`src/rtl/list_writer_pkg.sv`:
```
// Shared types and constants for list_writer: state encoding, chain terminator and walk start.
package list_pkg;

  localparam int LIST_DATA_WIDTH = 32;

  localparam logic [LIST_DATA_WIDTH-1:0] LIST_NULL = 32'd0;
  localparam logic [LIST_DATA_WIDTH-1:0] LIST_HEAD = 32'd0;

  typedef enum logic [2:0] {
    ST_IDLE   = 3'd0,
    ST_LINK   = 3'd1,
    ST_CLOSE  = 3'd2,
    ST_VERIFY = 3'd3,
    ST_DONE   = 3'd4
  } list_state_e;

endpackage

```
`src/rtl/list_writer_if.sv`:
```
// Node stream handshake plus RAM write/read port of list_writer.
interface list_writer_if #(
  parameter int DATA_WIDTH = 32
);

  logic                  node_valid;
  logic                  node_ready;
  logic [DATA_WIDTH-1:0] node_addr;
  logic                  node_last;
  logic                  mem_we;
  logic [DATA_WIDTH-1:0] mem_waddr;
  logic [DATA_WIDTH-1:0] mem_wdata;
  logic [DATA_WIDTH-1:0] mem_raddr;
  logic [DATA_WIDTH-1:0] mem_rdata;

  modport master (
    input  node_valid,
    input  node_addr,
    input  node_last,
    input  mem_rdata,
    output node_ready,
    output mem_we,
    output mem_waddr,
    output mem_wdata,
    output mem_raddr
  );

  modport slave (
    output node_valid,
    output node_addr,
    output node_last,
    output mem_rdata,
    input  node_ready,
    input  mem_we,
    input  mem_waddr,
    input  mem_wdata,
    input  mem_raddr
  );

endinterface

```
`src/rtl/list_writer_verifier.sv`:
```
// list_verifier: walks the finished chain from the head and checks the step count against
// the linked node count. Used by list_writer only when LIST_WRITER_VERIFY_EN is defined.
module list_verifier
  import list_pkg::*;
#(
  parameter int DATA_WIDTH = LIST_DATA_WIDTH
) (
  input  logic                  clk,
  input  logic                  rst,
  input  logic                  en,
  input  logic [DATA_WIDTH-1:0] count,
  input  logic [DATA_WIDTH-1:0] rdata,
  input  logic                  wr_en,
  input  logic [DATA_WIDTH-1:0] wr_addr,
  input  logic [DATA_WIDTH-1:0] wr_data,
  output logic [DATA_WIDTH-1:0] raddr,
  output logic                  vdone,
  output logic                  verror
);

  localparam logic [DATA_WIDTH-1:0] NULL_W = DATA_WIDTH'(LIST_NULL);
  localparam logic [DATA_WIDTH-1:0] HEAD_W = DATA_WIDTH'(LIST_HEAD);
  localparam logic [DATA_WIDTH-1:0] ZERO_W = {DATA_WIDTH{1'b0}};
  localparam logic [DATA_WIDTH-1:0] ONE_W  = {{(DATA_WIDTH-1){1'b0}}, 1'b1};

  logic [DATA_WIDTH-1:0] p_r;
  logic [DATA_WIDTH-1:0] s_r;
  logic [DATA_WIDTH-1:0] rdata_s;
  logic [DATA_WIDTH-1:0] step_s;
  logic [DATA_WIDTH-1:0] expect_s;
  logic                  stop_s;
  logic                  abort_s;

  // Link read for this step; the closing write is still in flight during the first walk
  // cycle, so a write to the address being read is forwarded instead of the stale word.
  always_comb begin
    rdata_s  = rdata;
    step_s   = s_r + ONE_W;
    expect_s = count + ONE_W;
    stop_s   = 1'b0;
    abort_s  = 1'b0;
    vdone    = 1'b0;
    verror   = 1'b0;
    if (wr_en && (wr_addr == p_r)) begin
      rdata_s = wr_data;
    end else begin
      rdata_s = rdata;
    end
    stop_s  = (rdata_s == NULL_W);
    abort_s = !stop_s && (step_s == expect_s);
    if (en) begin
      vdone  = stop_s || abort_s;
      verror = abort_s || (stop_s && (step_s != expect_s));
    end else begin
      vdone  = 1'b0;
      verror = 1'b0;
    end
  end

  // Walk pointer and step counter; parked at the head whenever no walk is in progress.
  always_ff @(posedge clk or posedge rst) begin
    if (rst) begin
      p_r <= HEAD_W;
      s_r <= ZERO_W;
    end else if (en && !vdone) begin
      p_r <= rdata_s;
      s_r <= step_s;
    end else begin
      p_r <= HEAD_W;
      s_r <= ZERO_W;
    end
  end

  assign raddr = p_r;

endmodule

```
`src/rtl/list_writer.sv`:
```
// list_writer: links a stream of node addresses into a zero-terminated chain in RAM.
// The read-back walk of the finished chain is built only when LIST_WRITER_VERIFY_EN is defined.
module list_writer
  import list_pkg::*;
#(
  parameter int DATA_WIDTH = LIST_DATA_WIDTH
) (
  input  logic                  clk,
  input  logic                  rst,
  input  logic                  start,
  list_writer_if.master         bus,
  output logic                  busy,
  output logic                  done,
  output logic                  error,
  output logic [DATA_WIDTH-1:0] count
);

  localparam logic [DATA_WIDTH-1:0] NULL_W = DATA_WIDTH'(LIST_NULL);
  localparam logic [DATA_WIDTH-1:0] HEAD_W = DATA_WIDTH'(LIST_HEAD);
  localparam logic [DATA_WIDTH-1:0] ZERO_W = {DATA_WIDTH{1'b0}};
  localparam logic [DATA_WIDTH-1:0] ONE_W  = {{(DATA_WIDTH-1){1'b0}}, 1'b1};

  list_state_e           state_r;
  list_state_e           state_n;
  logic [DATA_WIDTH-1:0] prev_r;
  logic [DATA_WIDTH-1:0] count_r;
  logic [DATA_WIDTH-1:0] waddr_r;
  logic [DATA_WIDTH-1:0] wdata_r;
  logic                  we_r;
  logic                  busy_r;
  logic                  done_r;
  logic                  error_r;
  logic                  ready_s;
  logic                  hs_s;

`ifdef LIST_WRITER_VERIFY_EN
  logic                  verify_en_s;
  logic                  vdone_s;
  logic                  verr_s;

  assign verify_en_s = (state_r == ST_VERIFY);

  list_verifier #(
    .DATA_WIDTH (DATA_WIDTH)
  ) u_verifier (
    .clk     (clk),
    .rst     (rst),
    .en      (verify_en_s),
    .count   (count_r),
    .rdata   (bus.mem_rdata),
    .wr_en   (we_r),
    .wr_addr (waddr_r),
    .wr_data (wdata_r),
    .raddr   (bus.mem_raddr),
    .vdone   (vdone_s),
    .verror  (verr_s)
  );
`else
  logic                  rdata_unused_s;

  assign bus.mem_raddr  = ZERO_W;
  assign rdata_unused_s = ^bus.mem_rdata;
`endif

  // Next-state decode; node_ready depends on the state alone.
  always_comb begin
    state_n = state_r;
    ready_s = 1'b0;
    hs_s    = 1'b0;
    case (state_r)
      ST_IDLE: begin
        if (start) begin
          state_n = ST_LINK;
        end else begin
          state_n = ST_IDLE;
        end
      end
      ST_LINK: begin
        ready_s = 1'b1;
        hs_s    = bus.node_valid;
        if (bus.node_valid && bus.node_last) begin
          state_n = ST_CLOSE;
        end else begin
          state_n = ST_LINK;
        end
      end
      ST_CLOSE: begin
`ifdef LIST_WRITER_VERIFY_EN
        state_n = ST_VERIFY;
`else
        state_n = ST_DONE;
`endif
      end
`ifdef LIST_WRITER_VERIFY_EN
      ST_VERIFY: begin
        if (vdone_s) begin
          state_n = ST_DONE;
        end else begin
          state_n = ST_VERIFY;
        end
      end
`endif
      ST_DONE: begin
        state_n = ST_IDLE;
      end
      default: begin
        state_n = ST_IDLE;
      end
    endcase
  end

  // State, chain tail, node count, sticky error and the registered write port.
  always_ff @(posedge clk or posedge rst) begin
    if (rst) begin
      state_r <= ST_IDLE;
      prev_r  <= HEAD_W;
      count_r <= ZERO_W;
      error_r <= 1'b0;
      we_r    <= 1'b0;
      waddr_r <= ZERO_W;
      wdata_r <= ZERO_W;
      busy_r  <= 1'b0;
      done_r  <= 1'b0;
    end else begin
      state_r <= state_n;
      busy_r  <= (state_n != ST_IDLE);
      done_r  <= (state_r == ST_DONE);
      we_r    <= 1'b0;
      case (state_r)
        ST_IDLE: begin
          if (start) begin
            prev_r  <= HEAD_W;
            count_r <= ZERO_W;
            error_r <= 1'b0;
          end
        end
        ST_LINK: begin
          // A zero address would terminate the chain early, so it is dropped and flagged.
          if (hs_s) begin
            if (bus.node_addr != NULL_W) begin
              we_r    <= 1'b1;
              waddr_r <= prev_r;
              wdata_r <= bus.node_addr;
              prev_r  <= bus.node_addr;
              count_r <= count_r + ONE_W;
            end else begin
              error_r <= 1'b1;
            end
          end
        end
        ST_CLOSE: begin
          we_r    <= 1'b1;
          waddr_r <= prev_r;
          wdata_r <= NULL_W;
        end
`ifdef LIST_WRITER_VERIFY_EN
        ST_VERIFY: begin
          if (vdone_s && verr_s) begin
            error_r <= 1'b1;
          end
        end
`endif
        default: begin
          we_r <= 1'b0;
        end
      endcase
    end
  end

  assign bus.node_ready = ready_s;
  assign bus.mem_we     = we_r;
  assign bus.mem_waddr  = waddr_r;
  assign bus.mem_wdata  = wdata_r;
  assign busy           = busy_r;
  assign done           = done_r;
  assign error          = error_r;
  assign count          = count_r;

endmodule
```
`src/flat_wrapper.sv`:
```
// flat-port wrapper written by rule: the top's interface ports become plain ports
module list_writer_flat import list_pkg::*;
#(
  parameter int DATA_WIDTH = LIST_DATA_WIDTH
)
  (clk, rst, start, busy, done, error, count, bus_node_valid, bus_node_addr, bus_node_last, bus_mem_rdata, bus_node_ready, bus_mem_we, bus_mem_waddr, bus_mem_wdata, bus_mem_raddr);
  list_writer_if #(.DATA_WIDTH(DATA_WIDTH)) bus_i ();
  input  logic clk;
  input  logic rst;
  input  logic start;
  output logic busy;
  output logic done;
  output logic error;
  output logic [DATA_WIDTH-1:0] count;
  input wire logic [$bits(bus_i.node_valid)-1:0] bus_node_valid;
  input wire logic [$bits(bus_i.node_addr)-1:0] bus_node_addr;
  input wire logic [$bits(bus_i.node_last)-1:0] bus_node_last;
  input wire logic [$bits(bus_i.mem_rdata)-1:0] bus_mem_rdata;
  output wire logic [$bits(bus_i.node_ready)-1:0] bus_node_ready;
  output wire logic [$bits(bus_i.mem_we)-1:0] bus_mem_we;
  output wire logic [$bits(bus_i.mem_waddr)-1:0] bus_mem_waddr;
  output wire logic [$bits(bus_i.mem_wdata)-1:0] bus_mem_wdata;
  output wire logic [$bits(bus_i.mem_raddr)-1:0] bus_mem_raddr;
  assign bus_i.node_valid = bus_node_valid;
  assign bus_i.node_addr = bus_node_addr;
  assign bus_i.node_last = bus_node_last;
  assign bus_i.mem_rdata = bus_mem_rdata;
  assign bus_node_ready = bus_i.node_ready;
  assign bus_mem_we = bus_i.mem_we;
  assign bus_mem_waddr = bus_i.mem_waddr;
  assign bus_mem_wdata = bus_i.mem_wdata;
  assign bus_mem_raddr = bus_i.mem_raddr;
  list_writer #(.DATA_WIDTH(DATA_WIDTH)) u_core (.clk(clk), .rst(rst), .start(start), .bus(bus_i), .busy(busy), .done(done), .error(error), .count(count));
endmodule
```
`config.mk`:
```
export PLATFORM = sky130hd
export DESIGN_NAME = list_writer_flat
export DESIGN_NICKNAME = d
export VERILOG_FILES = /design/src/rtl/list_writer_pkg.sv /design/src/rtl/list_writer_if.sv /design/src/rtl/list_writer_verifier.sv /design/src/rtl/list_writer.sv /design/src/flat_wrapper.sv
export SDC_FILE = /design/constraint.sdc
export NUM_CORES = 1
export LEC_CHECK = 0
export CORE_MARGIN = 8
export CORE_UTILIZATION = 50
export CTS_CLUSTER_SIZE = 14
export DETAILED_ROUTE_END_ITERATION = 16
export PLACE_DENSITY = 0.86
export SYNTH_ARGS = -nofsm -noshare
export SYNTH_HDL_FRONTEND = slang
export SYNTH_SLANG_ARGS = --single-unit
```
`constraint.sdc`:
```
create_clock -name clk -period 11.6 [get_ports clk]
set_input_delay 2.32 -clock clk [delete_from_list [all_inputs] [get_ports clk]]
set_output_delay 2.32 -clock clk [all_outputs]
set_load 0.005 [all_outputs]
```
==> flow_metrics.tcl <==
set metrics [dict create \
    core_area_sq_um 12000 \
    grt_pass1_wl_um 27000 \
    pwr-share-seq_pct 37.8 \
    hold_viol 0 \
    skew_ns 0.00802 \
    cts.sinks 135 \
    worst_pin_slew_ns 1.17 \
    pwr-share-clk_pct 30.7 \
    final_common_cell "clkdlybuf4s50_1" \
    cpPeakStageDelay_ns 0.93 \
    status "complete, no violations" \
    core.rowCount 40 \
    vias_per_cell 5.81 \
    crit_fanout 61 \
    wirelength_um 16900 \
    yosys_warnings 0 \
    syn-cell-area_sq_um 6100 \
    yosysTopAreaCellShare_pct 55.3 \
    num-nets-final 781 \
    synth.area.top_cells "dfrtp_1, nand2_1, mux2_2" \
    setup_violations 0 \
    ioPinCount 202 \
    cp-end-kind "register" \
    max_freq_mhz 196 \
    p_per_area_nw_per_um2 240 \
    critPathSlowestCell "a21o_2" \
    initial_utilization_pct 51.0 \
    ctsHoldBuffers 0 \
    ys_seq_elements 135 \
    dieHeight_um 126 \
    drc_errors 0 \
    finalSetupTns_ns 0 \
    fp.dieArea_sq_um 16000 \
    firstDrtPassIters 5 \
    overflow 0 \
    worstPathRequired_ns 11.90 \
    port_buffers 137 \
    cell_internal_pwr_w 0.00134 \
    finalMaxSlewViolations 0 \
    clkTransAtPathRegs_ns 0.06 \
    fp.dieW_um 126 \
    antenna_left 0 \
    clockBufferDepth 2 \
    worstPathCellList "clkdlybuf4s50_1 -> nor4_1 -> and4_1 -> a21o_2 -> buf_4 -> nor3_1 -> a221o_1" \
    layout_common_cells "clkdlybuf4s50_1, dfrtp_1, nand2_1" \
    start_kind "input port" \
    detail_route.wl_per_cell_um 19.5 \
    critPathKind "in -> reg" \
    relSlewSlack_pct 21.6 \
    whs_ns 0.497 \
    first_global_vias 5154 \
    synth_edf_count 0 \
    switchingPower_w 0.000596 \
    synth_area_per_cell_sq_um 10.5 \
    crit_buf_inv 2 \
    power.leakage_nw 3.79 \
    vdd_drop_max_mv 0.0873 \
    maxCapViolations 0 \
    arrival_ns 5.40 \
    area_growth_pct 31.8 \
    async_flop_share_pct 100 \
    p_sw_share_pct 30.9 \
    grt_max_degree 85 \
    clock_latency_ns 0.42 \
    min_path_type "reg -> reg" \
    first_iter_violations 459 \
    rsz0062_at_grt "false" \
    cts.repair.resized 0 \
    place.gp.congestion 0.857 \
    drive_gt1_share_pct 11.9 \
    vias 5054 \
    syn_inst 581 \
    synth_flop_cell "dfrtp_1" \
    critical-path-top-delay-family "compound AO/OA/AOI/OAI gates" \
    grtUsageTotal_pct 21.3 \
    antenna_cells 0 \
    antenna_found_initial 0 \
    yosys.area.top_type "dfrtp_1" \
    cts_inserted_buffers 17 \
    cts_tree "yes" \
    postCtsSetupRepairBufs 0 \
    power_frac_comb_pct 31.5 \
    ys_types 54 \
    hpwlAfterDp_um 11700 \
    post-route-min-period_ns 5.11 \
    fin_crit_sh_pct 44.0 \
    cts_root_buf "clkbuf_16" \
    htree_levels 4 \
    yosysSeqAreaShare_pct 55.3 \
]
[cell usage after synthesis, types with 5 or more instances]
cell	number
a22o_1	5
o211a_1	5
dfrtp_1	135
buf_2	13
nand3_1	60
nand4_1	13
mux2i_1	6
and3_1	6
nand2_1	112
buf_4	35
o21ai_0	6
or3_1	5
a211o_1	10
nor4_1	14
mux2_2	33
clkbuf_1	5
inv_1	7
nor2_1	9
a21oi_1	37
nor3_1	12
[worst reg2reg max path, stage by stage (launching register included)]
cell	delay (ns)
dfrtp_1	0.42
nor2_2	0.14
nand2_2	0.16
clkinv_2	0.18
nand2_2	0.10
a21oi_4	0.69
buf_4	0.53
nor2_8	0.21
inv_2	0.27
mux2_2	0.37
[final cells by class]
class                           instances  area, sq um
Fill cell                             890         3920
Sequential cell                       135         3380
Multi-Input combinational cell        407         2390
Timing Repair Buffer                  141         1400
Clock buffer                           20          457
Clock inverter                         11          196
Tap cell                              147          184
Inverter                                9         37.5
[final timing paths]
path | from | endpoint | slack (ns) | cells past startpoint
max | bus_node_addr[25] | u_core.count[16] | 6.49 | 7
min reg2reg | u_core.prev_r[31] | u_core.prev_r[31] | 0.50 | 2
min | u_core.prev_r[31] | u_core.prev_r[31] | 0.50 | 2
min in group asynchronous | rst | u_core.prev_r[19] | 2.35 | 2
max in group asynchronous | rst | u_core.bus.mem_waddr[17] | 7.76 | 3
max reg2reg | u_core.state_r[1] | u_core.bus.mem_waddr[29] | 8.42 | 9
[metrics by stage]
stage          instance area, sq um  total power [W]  setup slack (ns)  std cells  utilization (%)
2_1_floorplan                  6220          0.00104              5.67        612                -
4_1_cts                        8050          0.00194              6.51        870             67.3
6_report                       8050          0.00193              6.49        870             67.3
5_1_grt                        8050          0.00203              6.33        870             67.3
3_3_place_gp                   7390          0.00131              6.12        839             61.8
3_5_place_dp                   7390          0.00134              6.08        839             61.8
[power groups by stage]
| stage | sequential, W | clock (W) | combinational, W |
|---|---|---|---|
| floorplan | 0.000718 | 0 | 0.000319 |
| global placement | 0.000721 | 0 | 0.000586 |
| detailed placement | 0.000733 | 0 | 0.000609 |
| CTS | 0.000728 | 0.000601 | 0.000615 |
| global route | 0.000746 | 0.000624 | 0.000663 |
| finish | 0.000730 | 0.000593 | 0.000608 |
[cell families after synthesis]
kind of cell             after synthesis  share of synthesized area [%]
AND/OR/NAND/NOR                      254                           21.0
flip-flops                           135                           55.3
AO/OA/AOI/OAI                         80                           8.77
buffers and inverters                 70                           7.42
multiplexers                          39                           7.07
adder cells (fa/ha/maj)                1                          0.205
other                                  1                         0.0614
XOR/XNOR                               1                          0.143
[per-layer routing]
layer  routed length [um]  track usage, %  vias up
met5                    0               0        -
met4                  283            7.93        0
met3                 1790            7.58       23
met2                 8180            34.5      278
met1                 6680            25.7     2489
li1                     -               -     2264
[flip-flops by register name, summed over array words and instances, names as in the netlist]
signal	count
u_core.bus.mem_waddr	32
u_core.bus.mem_wdata	32
u_core.count	32
u_core.prev_r	32
u_core.state_r	3
u_core.bus.mem_we	1
u_core.busy	1
u_core.done	1
u_core.error	1
Note: power is estimated with default switching activity, not from simulation.
